File: src/rtl/rf_pkg.sv
// Shared types and constants for the register-file writeback path.
package rf_pkg;

  localparam int NUM_REGS  = 32;
  localparam int REG_IDX_W = 5;
  localparam int XLEN      = 32;

  typedef struct packed {
    logic [REG_IDX_W-1:0] rd;
    logic [XLEN-1:0]      data;
  } wb_entry_t;

endpackage

File: src/rtl/wb_fifo.sv
// Writeback result FIFO: two ordered push ports per cycle, one pop port.
module wb_fifo
  import rf_pkg::*;
#(
  parameter int DEPTH = 4
) (
  input  logic                         clock,
  input  logic                         reset_n,
  input  logic                         push0,
  input  wb_entry_t                    entry0,
  input  logic                         push1,
  input  wb_entry_t                    entry1,
  input  logic                         pop,
  output wb_entry_t                    head,
  output logic [$clog2(DEPTH+1)-1:0]   count
);

  localparam int PTR_W = $clog2(DEPTH);
  localparam int CNT_W = $clog2(DEPTH+1);

  wb_entry_t        mem [DEPTH];
  logic [PTR_W-1:0] wr_ptr;
  logic [PTR_W-1:0] rd_ptr;
  logic [PTR_W-1:0] wr_ptr1;
  logic [CNT_W-1:0] count_q;
  logic             pop_ok;

  // push1 lands right behind push0 when both are present, otherwise at wr_ptr
  assign wr_ptr1 = push0 ? wr_ptr + PTR_W'(1) : wr_ptr;
  assign pop_ok  = pop && (count_q != '0);

  always_ff @(posedge clock) begin
    if (reset_n) begin
      if (push0) mem[wr_ptr]  <= entry0;
      if (push1) mem[wr_ptr1] <= entry1;
    end
  end

  always_ff @(posedge clock) begin
    if (!reset_n) begin
      wr_ptr  <= '0;
      rd_ptr  <= '0;
      count_q <= '0;
    end else begin
      wr_ptr  <= wr_ptr + PTR_W'(push0) + PTR_W'(push1);
      if (pop_ok) rd_ptr <= rd_ptr + PTR_W'(1);
      count_q <= count_q + CNT_W'(push0) + CNT_W'(push1) - CNT_W'(pop_ok);
    end
  end

  assign head  = mem[rd_ptr];
  assign count = count_q;

endmodule

File: src/rtl/rf_writeback_ctrl.sv
// Writeback controller: arbitrates ALU/load results into the FIFO, drains one
// write per cycle to the register file and tracks per-register pending writes.
module rf_writeback_ctrl #(
  parameter int DEPTH = 4,
  parameter int XLEN  = 32
) (
  input  logic                         clock,
  input  logic                         reset_n,
  input  logic                         issue_valid,
  input  logic [4:0]                   issue_rd,
  input  logic                         alu_valid,
  output logic                         alu_ready,
  input  logic [4:0]                   alu_rd,
  input  logic [XLEN-1:0]              alu_data,
  input  logic                         ld_valid,
  output logic                         ld_ready,
  input  logic [4:0]                   ld_rd,
  input  logic [XLEN-1:0]              ld_data,
  output logic                         rf_enable_write,
  output logic [4:0]                   rf_index_write,
  output logic [XLEN-1:0]              rf_write_data,
  input  logic [4:0]                   query_a,
  input  logic [4:0]                   query_b,
  output logic                         busy_a,
  output logic                         busy_b,
  output logic [$clog2(DEPTH+1)-1:0]   fifo_count
);

  import rf_pkg::*;

  localparam int CNT_W = $clog2(DEPTH+1);

  wb_entry_t             alu_entry;
  wb_entry_t             ld_entry;
  wb_entry_t             head;
  logic                  alu_push;
  logic                  ld_push;
  logic                  drain;
  logic [NUM_REGS-1:0]   pending;
  logic [NUM_REGS-1:0]   pending_next;

  // Readies deliberately ignore the same-cycle pop.
  assign alu_ready = reset_n && (fifo_count < CNT_W'(DEPTH));
  assign ld_ready  = reset_n &&
                     ((fifo_count + CNT_W'(alu_valid && alu_ready)) < CNT_W'(DEPTH));

  // Writes to x0 complete the handshake but never enter the queue.
  assign alu_push = alu_valid && alu_ready && (alu_rd != '0);
  assign ld_push  = ld_valid && ld_ready && (ld_rd != '0);

  assign alu_entry.rd   = alu_rd;
  assign alu_entry.data = alu_data;
  assign ld_entry.rd    = ld_rd;
  assign ld_entry.data  = ld_data;

  assign drain = (fifo_count != '0);

  wb_fifo #(.DEPTH(DEPTH)) u_fifo (
    .clock   (clock),
    .reset_n (reset_n),
    .push0   (alu_push),
    .entry0  (alu_entry),
    .push1   (ld_push),
    .entry1  (ld_entry),
    .pop     (drain),
    .head    (head),
    .count   (fifo_count)
  );

  assign rf_enable_write = reset_n && drain;
  assign rf_index_write  = rf_enable_write ? head.rd : '0;
  assign rf_write_data   = rf_enable_write ? head.data : '0;

  // A new issue to the register being committed keeps it busy.
  always_comb begin
    pending_next = pending;
    if (drain) pending_next[head.rd] = 1'b0;
    if (issue_valid && (issue_rd != '0)) pending_next[issue_rd] = 1'b1;
    pending_next[0] = 1'b0;
  end

  always_ff @(posedge clock) begin
    if (!reset_n) pending <= '0;
    else          pending <= pending_next;
  end

  assign busy_a = pending[query_a];
  assign busy_b = pending[query_b];

endmodule

File: config.mk
export PLATFORM = sky130hd
export DESIGN_NAME = rf_writeback_ctrl
export DESIGN_NICKNAME = d
export VERILOG_FILES = /design/src/rtl/rf_pkg.sv /design/src/rtl/wb_fifo.sv /design/src/rtl/rf_writeback_ctrl.sv
export SDC_FILE = /design/constraint.sdc
export NUM_CORES = 1
export LEC_CHECK = 0
export ABC_AREA = 1
export CAP_MARGIN = 30
export CELL_PAD_IN_SITES_DETAIL_PLACEMENT = 0
export CELL_PAD_IN_SITES_GLOBAL_PLACEMENT = 1
export CORE_ASPECT_RATIO = 0.5
export CORE_MARGIN = 1
export CORE_UTILIZATION = 41
export DETAILED_ROUTE_END_ITERATION = 12
export HOLD_SLACK_MARGIN = 0.08
export PLACE_DENSITY_LB_ADDON = 0.05
export SYNTH_ARGS = -nofsm -noshare
export SYNTH_HDL_FRONTEND = slang
export SYNTH_SLANG_ARGS = --single-unit
File: constraint.sdc
create_clock -name clock -period 3.8 [get_ports clock]
set_clock_uncertainty 0.1 [all_clocks]
set_input_delay 0.57 -clock clock [delete_from_list [all_inputs] [get_ports clock]]
set_output_delay 0.57 -clock clock [all_outputs]
set_load 0.05 [all_outputs]
=== Yosys cells after proc, flatten, opt, wreduce, memory -nomap -nowiden ===
Memory sizes are Yosys's and may differ from the RTL's. A register that Yosys moved wholly into a read port is not among the register bits.
Index checks and enable logic that the tools add are counted.

* Register bits after elaboration: 39
* Bits in writable memories: 148
* Bits of input ports: 94
* Output and inout port bits: 45
* Memories kept: 1

{| class="wikitable"
|+ Memory list
! memory !! depth !! width !! read ports !! clocked after memory_dff !! write ports !! RTL line !! source
|-
| u_fifo.mem || 4 || 37 || 1 || 1 || 2 || wb_fifo.sv:21 || <nowiki>wb_entry_t mem [DEPTH];</nowiki>
|}

* Add/subtract/negate cells: 8
* Magnitude comparators: 8
* Muxes and demuxes: 21
* Bitwise logic cells: 3
* Reduce and logical (&&, ||, !) cells: 14

{| class="wikitable"
|+ Operators by type and width
! kind !! number
|-
| $mux 32 || 3
|-
| $and 32x32->32 || 1
|-
| $not 32->32 || 1
|-
| $or 32x32->32 || 1
|-
| $lt 5x6->1 const B || 4
|-
| $reduce_bool 5->1 || 3
|-
| $bmux 1 s5 || 2
|-
| $demux 1 s5 || 2
|-
| $ge 5x1->1 const B || 2
|-
| $logic_and 1x1->1 || 10
|-
| $mux 1 || 10
|-
| $add 3x1->3 || 3
|-
| $lt 3x3->1 const B || 2
|-
| $mux 2 || 3
|-
| $mux 5 || 1
|-
| $add 2x1->2 || 2
|-
| $add 2x1->2 const B || 2
|-
| $reduce_bool 3->1 || 1
|-
| $sub 3x1->3 || 1
|}

=== Logic depth before layout (Yosys ltp) ===
* Depth in word-level cells: 11
* Gate-level depth with buffers: 11
* Mapped depth without buffers: 11

=== Cells and area by module ===
A second synthesis with hierarchy kept.

* Cells, all modules: 1369
* Area total of the unflattened synthesis: 10945.5 um^2

{| class="wikitable"
|+ Modules (own cells, without submodules)
! module !! instances !! cells each !! area each (um^2) !! seq. area each (um^2)
|-
| wb_fifo || 1 || 948 || 8577.0 || 4624.4
|-
| rf_writeback_ctrl || 1 || 421 || 2368.5 || 620.6
|}

=== Worst setup path after synthesis ===
Ideal clock, no wire load.

* Path kind: reg2out
* Start: register u_fifo.count_q[2] (netlist: u_fifo.count[2])
* End: output port rf_write_data[26]
* Data arrival time: 2.894 ns
* Path slack: 0.236 ns
* Stages on the path, launching flop included: 8
* Path buffers: 1
* Cells stage by stage: dfxtp_1 -> inv_2 -> nand2_1 -> inv_1 -> nor2_1 -> inv_2 -> buf_1 -> a21oi_1

* Longest elaborated chain between the ends: 3

{| class="wikitable"
|+ RTL lines
! item !! RTL line !! source
|-
| start: declaration || wb_fifo.sv:25 || <nowiki>logic [CNT_W-1:0] count_q;</nowiki>
|-
| start signal: assignment || wb_fifo.sv:47 || <nowiki>count_q <= count_q + CNT_W'(push0) + CNT_W'(push1) - CNT_W'(pop_ok);</nowiki>
|-
| $reduce_bool 3->1 || rf_writeback_ctrl.sv:56 || <nowiki>assign drain = (fifo_count != '0);</nowiki>
|-
| $logic_and 1x1->1 || rf_writeback_ctrl.sv:70 || <nowiki>assign rf_enable_write = reset_n && drain;</nowiki>
|-
| named net rf_enable_write || rf_writeback_ctrl.sv:19 || <nowiki>output logic rf_enable_write,</nowiki>
|-
| $mux 32 || rf_writeback_ctrl.sv:72 || <nowiki>assign rf_write_data = rf_enable_write ? head.data : '0;</nowiki>
|-
| end: declaration || rf_writeback_ctrl.sv:21 || <nowiki>output logic [XLEN-1:0] rf_write_data,</nowiki>
|}

The timed path passes the listed nets, and every way through them passes these cells.

=== Worst setup path after layout ===
* Start: input port reset_n
* End: output port rf_index_write[3]

* Longest elaborated chain between the ends: 2

{| class="wikitable"
|+ RTL lines
! item !! RTL line !! source
|-
| start: declaration || rf_writeback_ctrl.sv:8 || <nowiki>input logic reset_n,</nowiki>
|-
| $logic_and 1x1->1 || rf_writeback_ctrl.sv:70 ||
|-
| $mux 5 || rf_writeback_ctrl.sv:71 || <nowiki>assign rf_index_write = rf_enable_write ? head.rd : '0;</nowiki>
|-
| end: declaration || rf_writeback_ctrl.sv:20 || <nowiki>output logic [4:0] rf_index_write,</nowiki>
|}

No other way between the ends.

==> metrics.yaml <==
vias: 9411
std_cell_rows: 40
critPathLaunchType: "primary input"
ctsRootBufferMaster: "clkbuf_16"
areaGrowthSynthToFinish_pct: 25.08
ir_drop_mv: 0.3266
syn_inst: 1367
cts_sinks: 188
fmax_mhz: 323.6
synthesis.nets: 1469
leakagePower_nw: 5.300
hp-class: "reg -> reg"
rsz0062_at_grt: "false"
clk_pin_slew_worst_paths_ns: 0.06
nFillCells: 2296
io_pins: 139
worstReg2RegEnd: "u_fifo.count[2]"
numCtsBuffers: 17
synthAdderAreaFrac_pct: 1.204
synth-xor-area-share_pct: 0.08602
grt-ovfl-total: 0
synth_top_area_cell: "edfxtp_1"
grt_pass1_vias: 8881
antenna_left: 0
start_util_pct: 42.12
die_w_um: 224.9
power.density_nw_per_um2: 616.0
htree_levels: 4
final_cell_mix: "nand2_1 (675), nor2_1 (157), edfxtp_1 (148)"
slew_headroom_pct: 42.44
status: "completed"
final_util_pct: 52.69
antenna_found_initial: 0
switchingPower_mw: 3.235
finalCriticalPeriod_ns: 3.090
ys_top_cells_by_area: "edfxtp_1 (44%), nand2_1 (25%), dfxtp_1 (7.9%)"
portBuffers: 138
clk_latency_ns: 0.44
critPathRequiredTime_ns: 3.13
drt_iter0_drc: 598
critPathCaptureType: "output port"
comb_power_share_pct: 44.0
reg2reg_slack_ns: 1.22
arrival_ns: 2.42
gp_congestion: 0.9023
sw_frac_of_total_pct: 41.24
yosysTopAreaCellShare_pct: 43.65
drc: 0
setup_viol: 0
cts_setup_buffers: 0
finalSetupTns_ns: 0
nets: 1589
mostFrequentLayoutCell: "nand2_1"
sequentialPowerShare_pct: 33.8
grt_util_all_layers_pct: 26.44
syn_area_um2: 10180
fp.dieH_um: 113.4
synth_compound_area_share_pct: 7.299
clk_path_buf_depth: 2
postCtsHoldBufs: 0
fin_hold_ws_ns: 0.3617
wl_per_cell_um: 17.80
muxShareOfSynthArea_pct: 0
dieArea_um2: 25510
critical_path_class: "in -> out"
viasPerCell: 5.126
seq_area_frac_synth_pct: 51.51
cts-resized-gates: 0
dp_hpwl_um: 20920
max_cap_viol_count: 0
synth_simple_gate_area_share_pct: 34.91
ys_ff_latch: 188
yosysWarnings: 0
p_int_mw: 4.609
endpoint: "rf_index_write[3]"
final-hold-violation-count: 0
ff2ff_path_depth: 11
worst_slew_pin_slew_ns: 0.8622
synth_top_family_by_area: "simple AND/OR/NAND/NOR gates"
timing.rr.start: "u_fifo.count[2]"
coreArea_um2: 24170
grt_max_degree: 49
dr.pass1.iters: 5
min_period_over_period_pct: 81.32
avgSynthCellArea_um2: 7.449
grt_pass1_wl_um: 50870
routed_wl_um: 32690
cts_tree: "yes"
drive_above_1_share_pct: 7.800
startpoint: "reset_n"
ys_types: 29
clkPwrFrac_pct: 22.1
antenna_cells: 0
drv_slew: 0
crit_fanout: 37
## layout make-up
type / count / area (µm²) / area share, %
well taps: 336 / 420.4 / 3.301
clock buffers: 20 / 436.7 / 3.429
multi-input cells: 1066 / 4464 / 35.05
repair buffers: 165 / 1862 / 14.62
flip-flops and latches: 188 / 5248 / 41.20
clock inverters: 12 / 121.4 / 0.9529
inverters: 49 / 183.9 / 1.444
## how the worst min path moves through the flow
stage,cells after the start,start,to,slack (ns)
final,2,pending[4],pending[4],0.36
after global routing,1,u_fifo.rd_ptr[1],register,0.37
after CTS,1,u_fifo.rd_ptr[1],register,0.36
after detailed placement,1,u_fifo.rd_ptr[1],register,0.35
after global placement,1,u_fifo.rd_ptr[1],register,0.33
after floorplan,1,u_fifo.rd_ptr[1],register,0.31
## registers in the layout, indices dropped and copies added, names as in the netlist, named ones only
register       cells
pending           31
u_fifo.count       3
u_fifo.mem       148
u_fifo.rd_ptr      2
u_fifo.wr_ptr      2
## per-stage QoR
stage                     area [µm²]  worst slack [ns]  power (mW)  cells
final                          12740            0.7099       7.845   1836
after global routing           12740            0.5356       8.275   1836
after CTS                      12740            0.6400       7.899   1836
after detailed placement       12180            0.4624       6.166   1804
after global placement         12180            0.5469       6.159   1804
after floorplan                10180            0.2360       4.724   1367
## critical path: stages
cell             delay, ns
clkdlybuf4s50_1       0.53
inv_2                 0.15
nor2_1                0.07
inv_2                 0.62
nor2_1                0.24
buf_12                0.22
## Yosys cell counts
cell        n
o21ai_2     2
nor2_2      2
edfxtp_1  148
nand4_1     3
ha_1        5
and3_1      2
nand2_2     1
inv_1      42
fa_1        3
nand3_1    57
nor4_1      1
a21oi_1    65
inv_2       5
xnor2_1     1
buf_4       8
clkinv_1    2
nor3_1      5
dfxtp_1    40
buf_2      19
nand2_1   679
nor2_1    159
buf_6       4
nand3_2     2
o21ai_1     1
o211ai_1    6
buf_1      10
clkbuf_1   23
nor2_4      2
o21ai_0    70
## power by group through the flow
| stage | registers, mW | clock network [mW] | logic [mW] |
|---|---|---|---|
| 6_report | 2.65 | 1.74 | 3.45 |
| 3_3_place_gp | 2.70 | 0 | 3.46 |
| 5_1_grt | 2.68 | 1.85 | 3.75 |
| 3_5_place_dp | 2.70 | 0 | 3.46 |
| 2_1_floorplan | 2.66 | 0 | 2.06 |
| 4_1_cts | 2.66 | 1.76 | 3.48 |
## layer usage
layer	wire length (µm)	vias to the layer above	global-route usage (%)	part of all wire [%]
li1	-	4632	-	-
met1	14080	4428	34.64	43
met2	16210	310	45.47	50
met3	1778	41	3.941	5.4
met4	621	0	8.073	1.9
met5	0	-	0	0
## cells by family (layout without fill, tap and decap cells)
| group | after synthesis | count (layout) |
|---|---|---|
| buffers and inverters | 113 | 246 |
| flip-flops | 188 | 188 |
| AND/OR/NAND/NOR | 913 | 913 |
| adder cells (fa/ha/maj) | 8 | 8 |
| AO/OA/AOI/OAI | 144 | 144 |
| XOR/XNOR | 1 | 1 |
Power figures use the tool's default switching activity.
